File: src/rtl/mips_fetch_queue.sv
// mips_fetch_queue: instruction-fetch front end feeding the IF/ID latch.
// Issues sequential PC fetches to instruction memory under a credit limit,
// buffers in-order responses in a small queue, absorbs ID stalls and
// flushes on redirects (stale in-flight responses are counted and dropped).
// Optional build macro MIPS_FETCH_QUEUE_BYPASS_EN: forwards a response
// straight to out_* when the queue is empty (zero-cycle fetch latency).
module mips_fetch_queue #(
    parameter int unsigned DEPTH    = 4,
    parameter logic [31:0] RESET_PC = 32'h0000_0000,
    parameter logic [31:0] NOP_WORD = 32'h0000_0020
) (
    input  logic        clock,
    input  logic        reset_n,
    output logic        imem_req_valid,
    input  logic        imem_req_ready,
    output logic [31:0] imem_addr,
    input  logic        imem_resp_valid,
    input  logic [31:0] imem_resp_data,
    input  logic        stall,
    input  logic        redirect_valid,
    input  logic [31:0] redirect_pc,
    output logic        out_valid,
    output logic [31:0] out_ir,
    output logic [31:0] out_pc4,
    output logic        resp_err
);
    localparam int AW = $clog2(DEPTH);
    localparam int CW = AW + 1;
    localparam logic [CW:0] DEPTH_C = (CW+1)'(DEPTH);

    logic [31:0]   pc;
    logic          run;
    logic [CW-1:0] count;
    logic [CW-1:0] outstanding;
    logic [CW-1:0] drop_cnt;
    logic [AW-1:0] head, tail;
    logic [AW-1:0] pf_wr, pf_rd;

    logic [31:0] q_ir  [DEPTH];
    logic [31:0] q_pc4 [DEPTH];
    logic [31:0] pf_pc [DEPTH];

    logic        req_fire;
    logic        resp_ok;
    logic        resp_keep;
    logic        push;
    logic        pop_q;
    logic [31:0] resp_pc4;
    logic [CW:0] credit_used;

    // Credit covers both buffered words and in-flight requests so a
    // response always has a queue slot waiting for it.
    assign credit_used    = {1'b0, count} + {1'b0, outstanding};
    // run holds requests off while reset is asserted and for the first edge after.
    assign imem_req_valid = run && !redirect_valid && (credit_used < DEPTH_C);
    assign imem_addr      = pc;
    assign req_fire       = imem_req_valid && imem_req_ready;

    // A response on the redirect cycle belongs to the old path and is dropped.
    assign resp_ok   = imem_resp_valid && (outstanding != '0);
    assign resp_keep = resp_ok && (drop_cnt == '0) && !redirect_valid;
    assign resp_pc4  = pf_pc[pf_rd] + 32'd4;
    assign pop_q     = (count != '0) && !stall && !redirect_valid;

`ifdef MIPS_FETCH_QUEUE_BYPASS_EN
    // An empty queue with no stall consumes the forwarded word directly.
    assign push = resp_keep && !((count == '0) && !stall);
`else
    assign push = resp_keep;
`endif

    // Head presentation; an empty queue shows a bubble.
    always_comb begin
        out_valid = 1'b0;
        out_ir    = NOP_WORD;
        out_pc4   = '0;
        if (count != '0) begin
            out_valid = 1'b1;
            out_ir    = q_ir[head];
            out_pc4   = q_pc4[head];
        end
`ifdef MIPS_FETCH_QUEUE_BYPASS_EN
        else if (resp_keep) begin
            out_valid = 1'b1;
            out_ir    = imem_resp_data;
            out_pc4   = resp_pc4;
        end
`endif
    end

    // PC, credit counters, pointers and the sticky error flag.
    always_ff @(posedge clock or negedge reset_n) begin
        if (!reset_n) begin
            pc          <= RESET_PC;
            run         <= 1'b0;
            count       <= '0;
            outstanding <= '0;
            drop_cnt    <= '0;
            head        <= '0;
            tail        <= '0;
            pf_wr       <= '0;
            pf_rd       <= '0;
            resp_err    <= 1'b0;
        end else begin
            run         <= 1'b1;
            outstanding <= outstanding + CW'(req_fire) - CW'(resp_ok);
            if (req_fire)
                pf_wr <= pf_wr + AW'(1);
            if (resp_ok)
                pf_rd <= pf_rd + AW'(1);
            if (imem_resp_valid && (outstanding == '0))
                resp_err <= 1'b1;

            if (redirect_valid) begin
                pc       <= redirect_pc;
                count    <= '0;
                head     <= '0;
                tail     <= '0;
                drop_cnt <= outstanding - CW'(resp_ok);
            end else begin
                if (req_fire)
                    pc <= pc + 32'd4;
                if (resp_ok && (drop_cnt != '0))
                    drop_cnt <= drop_cnt - CW'(1);
                if (push)
                    tail <= tail + AW'(1);
                if (pop_q)
                    head <= head + AW'(1);
                if (push && !pop_q)
                    count <= count + CW'(1);
                else if (!push && pop_q)
                    count <= count - CW'(1);
            end
        end
    end

    // Storage arrays carry no reset; validity comes from the counters.
    always_ff @(posedge clock) begin
        if (req_fire)
            pf_pc[pf_wr] <= pc;
        if (push) begin
            q_ir[tail]  <= imem_resp_data;
            q_pc4[tail] <= resp_pc4;
        end
    end

endmodule

File: config.mk
export PLATFORM = sky130hd
export DESIGN_NAME = mips_fetch_queue
export DESIGN_NICKNAME = d
export VERILOG_FILES = /design/src/rtl/mips_fetch_queue.sv
export SDC_FILE = /design/constraint.sdc
export NUM_CORES = 1
export LEC_CHECK = 0
export BUFFER_PORTS_ARGS = -buffer_cell sky130_fd_sc_hd__buf_2
export CAP_MARGIN = 20
export CORE_MARGIN = 3
export CORE_UTILIZATION = 55
export DETAILED_ROUTE_END_ITERATION = 6
export GPL_ROUTABILITY_DRIVEN = 0
export PLACE_DENSITY = 0.81
export SLEW_MARGIN = 10
export SYNTH_ARGS = -nofsm -noshare
export SYNTH_HDL_FRONTEND = slang
export SYNTH_SLANG_ARGS = --single-unit
File: constraint.sdc
create_clock -name clock -period 5.9 [get_ports clock]
set_clock_uncertainty 0.15 [all_clocks]
set_input_delay 0.885 -clock clock [delete_from_list [all_inputs] [get_ports clock]]
set_output_delay 0.885 -clock clock [all_outputs]
set_load 0.03 [all_outputs]
Yosys cells after proc, flatten, opt, wreduce, memory -nomap -nowiden:

Memory sizes are Yosys's and may differ from the RTL's.
Index checks and enable logic that the tools add are counted.

* register bits after elaboration: 51
* memory bits (writable): 384
* memories: 3

Memories
* pf_pc: depth 4, bits a word 32, read ports 1, clocked after memory_dff 0, write ports 1, RTL line 41 `logic [31:0] pf_pc [DEPTH];`
* q_ir: depth 4, bits a word 32, read ports 1, clocked after memory_dff 0, write ports 1, RTL line 39 `logic [31:0] q_ir [DEPTH];`
* q_pc4: depth 4, bits a word 32, read ports 1, clocked after memory_dff 0, write ports 1, RTL line 40 `logic [31:0] q_pc4 [DEPTH];`

* add/subtract/negate cells: 13
* magnitude comparators: 1
* mux-type cells: 18
* reduce and logical (&&, ||, !) cells: 26

Operators with widths (number)
* 32-bit two-way mux: 4
* 32-bit by 3-bit adder with 32-bit output (second input constant): 2
* 3-bit two-way mux: 5
* 1-bit logical AND: 12
* 3-bit nonzero test: 4
* 2-bit by 1-bit adder with 2-bit output (second input constant): 4
* 2-bit two-way mux: 4
* 2-bit nonzero test: 4
* 3-bit logical NOT: 2
* 3-bit by 1-bit subtractor with 3-bit output: 2
* 3-bit by 1-bit subtractor with 3-bit output (second input constant): 2
* 1-bit two-way mux: 5
* 3-bit by 3-bit adder with 4-bit output: 1
* 1-bit logical NOT: 4
* 4-bit by 3-bit less-than comparator with 1-bit output (second input constant): 1
* 3-bit by 1-bit adder with 3-bit output: 1
* 3-bit by 1-bit adder with 3-bit output (second input constant): 1

Logic depth before layout (Yosys ltp):

* depth in word-level cells: 9
* gate-level depth with buffers: 12
* mapped depth without buffers: 11

Least setup slack after synthesis:

No wires, ideal clock.

* kind: input port to flip-flop
* start: in imem_resp_valid
* end: mem q_ir[0][0], enable pin
* data arrival time: 3110 ps
* required time: 5321 ps
* path slack: 2211 ps
* stages: 3
* buffers on the path: 0
* path through: o31ai_1 -> nor3b_2 -> and3_1

* cells in the longest elaborated chain, start to end: 5

Ends and longest elaborated chain
* start: declaration: RTL line 17 `input logic imem_resp_valid,`
* 1-bit logical AND: RTL line 60 `assign resp_ok = imem_resp_valid && (outstanding != '0);`
* 1-bit logical AND (2 in a row): RTL line 61 `assign resp_keep = resp_ok && (drop_cnt == '0) && !redirect_valid;`
* 1-bit two-way mux: RTL line 141 `if (push) begin`
* 1-bit two-way mux (not written as such): RTL line 142 `q_ir[tail] <= imem_resp_data;`
* end: declaration: RTL line 39

Every way passes these cells.

Worst setup path after layout:

* start: reg head[0]
* end: out out_pc4[10]

* cells in the longest elaborated chain, start to end: 2

Ends and longest elaborated chain
* start: declaration: RTL line 36 `logic [AW-1:0] head, tail;`
* start signal: assignment: RTL line 128 `head <= head + AW'(1);`
* memory 4 x 32 bit
* 32-bit two-way mux: RTL line 77 `if (count != '0) begin`
* end: declaration: RTL line 24 `output logic [31:0] out_pc4,`

Every way passes these cells.

==> results.toml <==
[drt]
first_iter_violations = 734
vias = 9724
routed_wl_mm = 36.0
routedWlPerCell_um = 21.7
viasPerCell = 5.87
antenna_left = 0
first_pass_iters = 7
drc = 0

[run_status]
status = "completed"

[global_routing]
grt_usage_pct = 20.6
antenna_found_initial = 0
grt_max_degree = 65
grt_pass1_wl_mm = 56.8
grt_pass1_vias = 10061
overflow = 0

[final_layout]
fin_area_sq_mm = 0.0207
nFillCells = 2112
syn2layout_area_growth_pct = 15.3
nets = 1278
n_antenna_cell = 0
fin_cells = 1657
layout-drive-gt1-share_pct = 29.9

[timing]
setup_tns_ns = 0
finalHoldWorstSlack_ns = 0.301
fin_crit_sh_pct = 65.6
tightest_slew_ns = 0.965
finalWorstSetupSlack_ns = 2.03
grt_setup_unrepaired = "false"
slew_headroom_pct = 35.7
final_max_slew_viol_count = 0
timing.final.hold_violations = 0
setup_viol = 0
period_minus_slack_ns = 3.87
fmax_mhz = 258

[clocking]
clock_sinks = 435
clock_latency_ns = 0.54
cts_root_buf = "clkbuf_16"
h-tree-depth = 2
cts_resized = 0
cts_setup_buffers = 0
cts_tree = "done"
clk_path_buf_depth = 3
clk_pin_slew_ns = 0.06
ctsHoldBuffers = 0
cts_buffers = 43

[placement]
dp.cells = 1577
pre_cts_ws_ns = 2.34
dp_hpwl_mm = 21.6
place_area_sq_mm = 0.0193
port_buffers = 168

[yosys]
yosysWarnings = 0
ys_seq_elements = 435
synth-edff-count = 384
synth_compound_area_share_pct = 2.29
netlist_area_sq_mm = 0.0179
synth_cell_type_count = 57
synth_xor_xnor_area_share_pct = 2.44
synth_async_sr_flop_share_pct = 11.7
syn-num-nets = 1095
muxShareOfSynthArea_pct = 12.4
synth-main-ff-cell = "edfxtp_1"
synth_top_family_by_area = "multiplexers"
yosys.area_share.simple_pct = 8.13
synth_fa_ha_area_share_pct = 1.48
syn_avg_cell_area_sq_um = 17.9
syn-instance-count = 1005
ys_seq_area_share_pct = 71.4

[setup_path]
cp-end-kind = "output port"
cp-start-kind = "flop"
arrival_ns = 2.83
cp.required_ns = 4.87
crit_type = "reg2out"
crit_fanout = 32

[power_and_ir_drop]
powerDensity_mw_per_mm2 = 448
ir_worst_vdd_uv = 236
leakagePower_nw = 7.24

[die]
die_y_um = 187
row_count = 65
num_io_pins = 169
die_x_um = 187
start_util_pct = 56.3
core_area_sq_mm = 0.0319
die_area_sq_mm = 0.0348

[hold_path]
hold_class = "reg2reg"

[job]
maxCapViolCount = 0
==> cell usage after synthesis, drive strengths merged (3+ instances only) <==
master / count / area [sq um]
nand2: 52 / 195
nor4: 6 / 52.6
buf: 23 / 129
and2: 76 / 475
a21o: 3 / 22.5
or4: 3 / 26.3
a31oi: 3 / 18.8
nand3: 28 / 140
mux2i: 5 / 50.1
a221o: 3 / 30.0
edfxtp: 384 / 11500
or3: 3 / 18.8
clkbuf: 24 / 90.1
o21ai: 20 / 100
and4: 7 / 61.3
nand4: 21 / 159
ha: 18 / 225
nor2: 25 / 93.8
a22oi: 5 / 37.5
dfrtp: 51 / 1280
a21oi: 8 / 40.0
xor2: 18 / 158
mux4: 96 / 2160
o211ai: 8 / 60.1
and3: 8 / 50.1
xnor2: 32 / 280
nor3b: 3 / 27.5
nor3: 14 / 70.1
inv: 29 / 109
==> stage by stage <==
step | total power [mW] | util, %
floorplan | 5.88 | -
global placement | 6.49 | 60.4
detailed placement | 6.58 | 60.4
CTS | 9.36 | 64.9
global route | 9.68 | 64.9
finish | 9.28 | 64.9
==> routing by layer <==
metal | share of wire, % | track usage [%] | vias to the layer above
met5 | 0 | 0 | -
met2 | 49 | 33.7 | 438
met1 | 42 | 29.6 | 4923
met4 | 2.1 | 5.61 | 0
li1 | - | - | 4297
met3 | 7.2 | 3.27 | 66
==> power by group <==
group / total [mW] / internal [mW] / switching (mW)
Combinational: 2.53 / 1.02 / 1.51
Sequential: 3.98 / 3.71 / 0.269
Clock: 2.77 / 1.65 / 1.12
==> flip-flops by register name (all words and copies together), names as in the netlist <==
| signal | flops |
|---|---|
| count | 3 |
| drop_cnt | 3 |
| head | 2 |
| imem_addr | 32 |
| outstanding | 3 |
| pf_pc | 128 |
| pf_rd | 2 |
| pf_wr | 2 |
| q_ir | 128 |
| q_pc4 | 128 |
| resp_err | 1 |
| run | 1 |
| tail | 2 |
==> cell type report <==
class / count / area [sq um] / share of cell area, %
Clock inverter: 31 / 347 / 1.67
Sequential cell: 435 / 12800 / 61.9
Timing Repair Buffer: 185 / 968 / 4.68
Inverter: 30 / 113 / 0.544
Clock buffer: 48 / 1090 / 5.29
Tap cell: 435 / 544 / 2.63
Multi-Input combinational cell: 493 / 4820 / 23.3
==> logic make-up after synthesis <==
kind of cell    Yosys count
mux                     103
fa+ha+maj                20
xor+xnor                 50
other cells               1
buf+inv                  77
compound gates           62
flops                   435
simple gates            257
==> worst paths after layout <==
path / start / endpoint / slack (ns) / cells after the start
min in group asynchronous: reset_n / imem_addr[25] / 0.33 / 2
worst min register to register: resp_err / resp_err / 0.30 / 1
worst max-delay path: head[0] / out_pc4[10] / 2.03 / 4
max in group asynchronous: reset_n / head[0] / 4.77 / 2
worst max register to register: outstanding[2] / outstanding[2] / 2.59 / 12
worst min-delay path: resp_err / resp_err / 0.30 / 1
==> cell usage in the layout, fill, tap and decap left out, types with 7 or more instances in the layout <==
| cell | count |
|---|---|
| a21oi_1 | 8 |
| and2_1 | 70 |
| and4_1 | 7 |
| buf_2 | 168 |
| buf_4 | 17 |
| bufinv_16 | 7 |
| clkbuf_16 | 43 |
| clkinv_1 | 13 |
| clkinv_2 | 7 |
| dfrtp_1 | 48 |
| edfxtp_1 | 384 |
| ha_1 | 18 |
| inv_1 | 29 |
| mux4_2 | 96 |
| nand2_1 | 52 |
| nand3_1 | 28 |
| nand4_1 | 18 |
| nor2_1 | 25 |
| nor3_1 | 14 |
| o211ai_1 | 8 |
| o21ai_0 | 20 |
| xnor2_1 | 32 |
| xor2_1 | 18 |
==> worst max-delay path: stages (launching register included) <==
cell and delay (ns):
dfrtp_4 0.84, buf_4 0.49, mux4_2 0.59, and2_1 0.19
buf_2 0.18
(Power assumes the default switching activity.)
